File: config.mk
export PLATFORM = sky130hd
export DESIGN_NAME = spi_mem_bridge
export DESIGN_NICKNAME = d
export VERILOG_FILES = /design/src/rtl/spi_mem_bridge.sv
export SDC_FILE = /design/constraint.sdc
export NUM_CORES = 1
export LEC_CHECK = 0
export BUFFER_PORTS_ARGS = -buffer_cell sky130_fd_sc_hd__buf_2
export CORE_ASPECT_RATIO = 1.75
export CORE_MARGIN = 5
export CORE_UTILIZATION = 41
export DETAILED_ROUTE_END_ITERATION = 16
export HOLD_SLACK_MARGIN = 0.15
export PLACE_DENSITY = 0.76
export SLEW_MARGIN = 10
export SYNTH_ARGS = -nofsm -noshare
export SYNTH_HDL_FRONTEND = slang
export SYNTH_SLANG_ARGS = --single-unit
File: constraint.sdc
create_clock -name clk -period 1.5 [get_ports clk]
set_clock_uncertainty 0.2 [all_clocks]
set_input_delay 0.375 -clock clk [delete_from_list [all_inputs] [get_ports clk]]
set_output_delay 0.375 -clock clk [all_outputs]
set_load 0.02 [all_outputs]
File: src/rtl/spi_mem_bridge.sv
// SPI master bridge: turns one start/done request into a mode-0 SPI flash read (0x03) or write (0x02).
// Optional macro SPI_WRITE_EN enables write transfers; without it every request is a read.
module spi_mem_bridge (
   input  logic        clk,
   input  logic        rst_n,
   input  logic        start,
   input  logic        is_write,
   input  logic [23:0] addr,
   input  logic [2:0]  num_bytes,
   input  logic [31:0] wdata,
   output logic [31:0] rdata,
   output logic        done,
   output logic        busy,
   output logic        sclk,
   output logic        mosi,
   output logic        cs_n,
   input  logic        miso
);

   typedef enum logic [1:0] {StIdle, StShift, StDone} state_e;

   state_e      state_q, state_d;
   logic        phase_q, phase_d;
   logic [5:0]  bit_cnt_q, bit_cnt_d;
   logic [5:0]  last_bit_q, last_bit_d;
   logic [63:0] shreg_q, shreg_d;
   logic [31:0] rdata_q, rdata_d;
   logic        rd_q, rd_d;

   logic        nb_valid;
   logic        wr;
   logic [63:0] frame;

   assign nb_valid = (num_bytes != 3'd0) && (num_bytes <= 3'd4);

`ifdef SPI_WRITE_EN
   assign wr    = is_write;
   assign frame = {(wr ? 8'h02 : 8'h03), addr,
                   (wr ? {wdata[7:0], wdata[15:8], wdata[23:16], wdata[31:24]} : 32'h0)};
`else
   logic unused_wr_inputs;
   assign unused_wr_inputs = ^{is_write, wdata};
   assign wr    = 1'b0;
   assign frame = {8'h03, addr, 32'h0};
`endif

   always_comb begin
      state_d    = state_q;
      phase_d    = phase_q;
      bit_cnt_d  = bit_cnt_q;
      last_bit_d = last_bit_q;
      shreg_d    = shreg_q;
      rdata_d    = rdata_q;
      rd_d       = rd_q;
      case (state_q)
         StIdle: begin
            if (start) begin
               rd_d       = ~wr;
               bit_cnt_d  = 6'd0;
               phase_d    = 1'b0;
               last_bit_d = 6'd31 + {num_bytes, 3'b000};
               shreg_d    = frame;
               if (!wr || !nb_valid) rdata_d = 32'h0;
               state_d    = nb_valid ? StShift : StDone;
            end
         end
         StShift: begin
            if (!phase_q) begin
               phase_d = 1'b1;
            end else begin
               // End of high phase: sample miso, advance to the next bit.
               phase_d   = 1'b0;
               shreg_d   = {shreg_q[62:0], 1'b0};
               bit_cnt_d = bit_cnt_q + 6'd1;
               if (rd_q && bit_cnt_q[5]) rdata_d[{bit_cnt_q[4:3], ~bit_cnt_q[2:0]}] = miso;
               if (bit_cnt_q == last_bit_q) state_d = StDone;
            end
         end
         StDone: begin
            if (!start) state_d = StIdle;
         end
         default: state_d = StIdle;
      endcase
   end

   always_ff @(posedge clk) begin
      if (!rst_n) begin
         state_q    <= StIdle;
         phase_q    <= 1'b0;
         bit_cnt_q  <= 6'd0;
         last_bit_q <= 6'd0;
         shreg_q    <= 64'h0;
         rdata_q    <= 32'h0;
         rd_q       <= 1'b1;
      end else begin
         state_q    <= state_d;
         phase_q    <= phase_d;
         bit_cnt_q  <= bit_cnt_d;
         last_bit_q <= last_bit_d;
         shreg_q    <= shreg_d;
         rdata_q    <= rdata_d;
         rd_q       <= rd_d;
      end
   end

   assign rdata = rdata_q;
   assign busy  = (state_q != StIdle);
   assign done  = (state_q == StDone);
   assign cs_n  = (state_q != StShift);
   assign sclk  = (state_q == StShift) & phase_q;
   assign mosi  = (state_q == StShift) & shreg_q[63];

endmodule

After elaboration in Yosys (flattened, before gate mapping)
Index checks and enable logic that the tools add are counted.
{"block": "word_totals", "regBits": 111, "in_bits": 64, "output_inout_bits": 37, "wordCells": 56}
{"block": "op_classes", "n_addsub": 2, "order_cmp": 3, "eq_ne": 9, "mux": 22, "n_bitwise": 3, "reduce_logical": 11}
{"operator": "64-bit 2-to-1 mux", "n": 2}
{"operator": "64-bit case mux with 2 select lines", "n": 1}
{"operator": "32-bit 2-to-1 mux", "n": 3}
{"operator": "32-bit case mux with 2 select lines", "n": 1}
{"operator": "32-bit bitwise mux", "n": 1}
{"operator": "6-bit 2-to-1 mux", "n": 2}
{"operator": "6-bit case mux with 2 select lines", "n": 1}
{"operator": "2-bit 2-to-1 mux", "n": 5}
{"operator": "2-bit inequality test (second input constant)", "n": 5}
{"operator": "4-bit AND reduction", "n": 2}
{"operator": "5-bit by 6-bit adder with 6-bit output (first input constant)", "n": 1}
{"operator": "6-bit by 1-bit adder with 6-bit output (second input constant)", "n": 1}
{"operator": "6-bit == test", "n": 1}
{"operator": "5-bit by 6-bit < comparator with 1-bit output (second input constant)", "n": 1}
{"operator": "2-bit case mux with 3 select lines", "n": 1}
{"operator": "1-bit demux with 5-bit select", "n": 1}
{"operator": "5-bit by 1-bit greater-or-equal comparator with 1-bit output (second input constant)", "n": 1}
{"operator": "2-bit AND reduction", "n": 2}
{"operator": "2-bit nonzero test", "n": 2}
{"operator": "3-bit <= comparator (second input constant)", "n": 1}
{"operator": "1-bit 2-to-1 mux", "n": 3}
{"operator": "3-bit NOT", "n": 1}
{"operator": "3-bit AND reduction", "n": 1}
{"operator": "3-bit nonzero test", "n": 1}
{"operator": "other kinds (7)", "n": 9}

Depth between registers and ports, before layout
{"block": "depth", "word_depth": 9, "mapped_depth": 7, "ltp_nobuf": 6}

Worst setup path after synthesis
Ideal clock, no wire load.
{"block": "synth_timing", "path_kind": "reg-to-output", "start": "register state_q[0]", "end": "output mosi", "t_arrival_ns": 1.044, "path_slack_ns": -0.119, "stages_incl_launch_ff": 5, "path_buffers": 2, "path_cell_list": "dfxtp_1 -> nor2b_1 -> buf_2 -> buf_2 -> and2_1"}
{"block": "synth_between", "elab_chain_cells": 2}
{"element": "from (decl)", "line_no": "22", "text": "state_e state_q, state_d;"}
{"element": "from (signal assigned)", "line_no": "88", "text": "state_q <= StIdle;"}
{"element": "from (signal assigned)", "line_no": "96", "text": "state_q <= state_d;"}
{"element": "2-bit by 1-bit == test with 1-bit output", "line_no": "111", "text": "assign mosi = (state_q == StShift) & shreg_q[63];"}
{"element": "1-bit AND", "line_no": "111"}
{"element": "to (decl)", "line_no": "15", "text": "output logic mosi,"}
No other way between the ends.

Final worst setup path
{"block": "layout_timing", "start": "register state_q[0]", "end": "register bit_cnt_q[5]"}
{"block": "layout_between", "elab_chain_cells": 3, "elab_cells_between_ends": 7, "cone_classes": "eq/ne (3); mux (1); reduce/logical (3)"}
{"element": "2-bit by 1-bit == test with 1-bit output or 2-bit logical NOT (tied branches)", "line_no": "55", "text": "case (state_q)"}
{"element": "2-bit inequality test (no source line) or 2-bit nonzero test (tied branches)"}
{"element": "3-bit AND reduction (no source line)"}
{"element": "to (signal assigned)", "line_no": "98", "text": "bit_cnt_q <= bit_cnt_d;"}
{"element": "to (decl)", "line_no": "24", "text": "logic [5:0] bit_cnt_q, bit_cnt_d;"}
Several ways; a longest one is shown, not always the timed one.
A chain may end at the register's enable or synchronous reset.

==> impl_metrics.ini <==
[outcome]
status = complete, but fails checks
violations = setup timing

[sta]
period_share_pct = 120
setup_viol = 81
slew-limit-headroom_pct = 70.3
fmax_ghz = 0.553
period_needed_ps = 1810
setup_tns_ps = -13310
rsz0062_at_grt = true
slew_violations = 0
hold_viol_final = 0
fin_ws_ps = -307
holdWs_ps = 161
worst_slew_pin_slew_ps = 443

[global_routing]
grt_max_degree = 41
grt_pass1_vias = 4243
track_usage_pct = 24.7
grt_first_pass_wirelength_mm = 20.6
antenna_found_initial = 0
gr-total-overflow = 0

[route]
wl_mm = 14.1
drtAntennaViolNets = 0
dr.pass1.iters = 5
drt-initial-drc-count = 280
drc_errors = 0
wl_per_cell_um = 19.6
vias = 4204
vias_per_cell = 5.83

[placed_design]
placedInstanceArea_sq_mm = 0.00435
dpl.cell_count = 650
place_hpwl_mm = 6.78
gp_congestion = 0.887
io_buffers = 67

[final_layout]
n_antenna_cell = 0
finalNonFillerCells = 721
seq_area_sq_mm = 0.00156
multi_input_area_sq_mm = 0.00252
drive_above_1_share_pct = 50.3
nFillCells = 551
area_delta_synth_final_pct = 68.8
nets = 669
final_core_util_pct = 70.4
fin_area_sq_mm = 0.00606

[flow_run]
max_cap_viol_count = 0

[synth]
synth_common_cells = nand2_1, dfxtp_1, a21oi_1, nor2_1
synth_simple_gate_area_share_pct = 24.9
synth_seq_area_share_pct = 42.9
synthAdderAreaFrac_pct = 2.09
synth-async-reset-ratio_pct = 0
synth_area_sq_mm = 0.00359
synth_edf_count = 0
ys_ff_latch = 77
synth_ff_type = dfxtp_1
synth.largest_area_cell = dfxtp_1
syn-num-nets = 524
synth_top_area_share_pct = 42.9
synth_xor_xnor_area_share_pct = 2.20
yosysMostFrequentCell = nand2_1
yosys-mux-area-fraction_pct = 0.662
synth_cell_types = 40
syn_area_per_cell_sq_um = 7.91
synth_compound_area_share_pct = 21.1
yosys-top-cells-area = dfxtp_1, nand2_1, a21oi_1, o22ai_1, nand3_1
synth_warnings = 0
syn_inst = 454
synth_top_family_by_area = simple AND/OR/NAND/NOR gates

[setup_path]
path_cells = buf_6 > mux2i_4 > buf_6 > buf_6 > buf_4 > nor4_4 > xnor2_1 > nor2_1
setup.worst_path.start = state_q[0]$_SDFFE_PN0P_
crit_top_cell = buf_6
timing.rr.start = state_q[0]$_SDFFE_PN0P_
max_stage_delay_ps = 360
path_buf_inv = 4
cp_max_fo = 4
worstPathRequired_ps = 1520
crit_type = flip-flop to flip-flop
crit_family = buffers and inverters
setup.worst_path.start_class = flip-flop
crit_path_top_delay_cell = dfxtp_4
cp-end-kind = flip-flop
worstPathArrival_ps = 1830

[clocking]
clock_latency_ps = 340
path_clk_slew_ps = 60
numCtsBuffers = 9
cts_tree = done
clkSinkCount = 77
root_buffer = clkbuf_16
h-tree-depth = 3
cts_buffer_depth = 2

[min_path]
hold_path.class = input port to flip-flop
min-delay-start = addr[1]

[power_and_ir_drop]
p_leak_nw = 2.33
powerDensity_mw_per_mm2 = 982
vdd_drop_max_mv = 0.744

[die]
coreArea_sq_mm = 0.00861
num_rows = 45
io_pins = 101
die_height_um = 134
start_util_pct = 41.7
die_x_um = 80.7
die_area_sq_mm = 0.0108
## per-layer routing
metal / part of all wire [%] / GRT usage [%] / vias to the layer above
met4: 6.9 / 17.6 / 0
met5: 0 / 0 / -
met3: 5.2 / 4.10 / 80
met1: 33 / 23.5 / 2012
li1: - / - / 1879
met2: 55 / 45.9 / 233
## final cells by class
cell class | count | share of cell area, %
multi-input combinational | 333 | 41.6
sequential | 77 | 25.7
timing repair buffer | 170 | 25.0
clock buffer | 10 | 3.94
tap | 117 | 2.41
clock inverter | 6 | 0.764
inverter | 8 | 0.537
## worst paths after layout
kind                                             endpoint  slack [ps]  cells past startpoint
worst max register to register  bit_cnt_q[5]$_SDFFE_PN0P_        -310                      8
worst min register to register     rdata[20]$_SDFFE_PN0P_         270                      2
worst max-delay path            bit_cnt_q[5]$_SDFFE_PN0P_        -310                      8
worst min-delay path             shreg_q[33]$_SDFFE_PN0P_         160                      3
## state kept, by name, indices dropped and copies added, names as in the netlist
name        flops
bit_cnt_q       6
phase_q         1
shreg_q        32
state_q         2
last_bit_q      4
rdata          32
## stage by stage
step | power [mW] | worst slack (ps)
floorplan | 2.85 | -53.8
global placement | 3.07 | -153
detailed placement | 3.10 | -171
CTS | 5.71 | -285
global route | 6.15 | -335
finish | 5.95 | -307
## worst min-delay path, stage by stage
cell	delay (ps)
buf_2	90
nand2_1	80
a311oi_2	100
## logic make-up (layout without fill, tap and decap cells)
| kind of cell | after synthesis | after routing |
|---|---|---|
| compound gates | 108 | 108 |
| xor+xnor | 9 | 9 |
| fa+ha+maj | 6 | 6 |
| buf+inv | 45 | 194 |
| flops | 77 | 77 |
| mux | 2 | 2 |
| simple gates | 207 | 208 |
## power breakdown
group	internal (mW)	leakage, nW	switching [mW]
Clock	1.17	0.135	0.910
Sequential	2.15	0.633	0.0901
Combinational	0.795	1.57	0.826
Total	4.12	2.33	1.83
## timing repair
action | 4_1_cts | 5_1_grt
cloned | 9 | 0
hold buffers | 24 | 0
gates resized for setup | 134 | 52
buffers inserted | 16 | 6
setup endpoints to repair | 81 | 82
endpoints found under the hold margin | 24 | 0
pin swaps | 65 | 20
## placed cells by master, fill, tap and decap left out, drive strengths merged, types with 2 or more instances in the layout
master	instances
a311oi	23
nand2	111
and2	2
nor3b	2
a21oi	40
o22ai	31
clkinv	3
xnor2	6
clkbuf	10
nand3	31
xor2	3
buf	146
nor3	5
dlygate4sd3	24
clkinvlp	2
nor4	2
or2	3
nor2b	8
a211oi	3
o21ai	4
inv	9
nor2	42
nand2b	2
dfxtp	77
ha	6
mux2i	2
(Power assumes the default switching activity.)
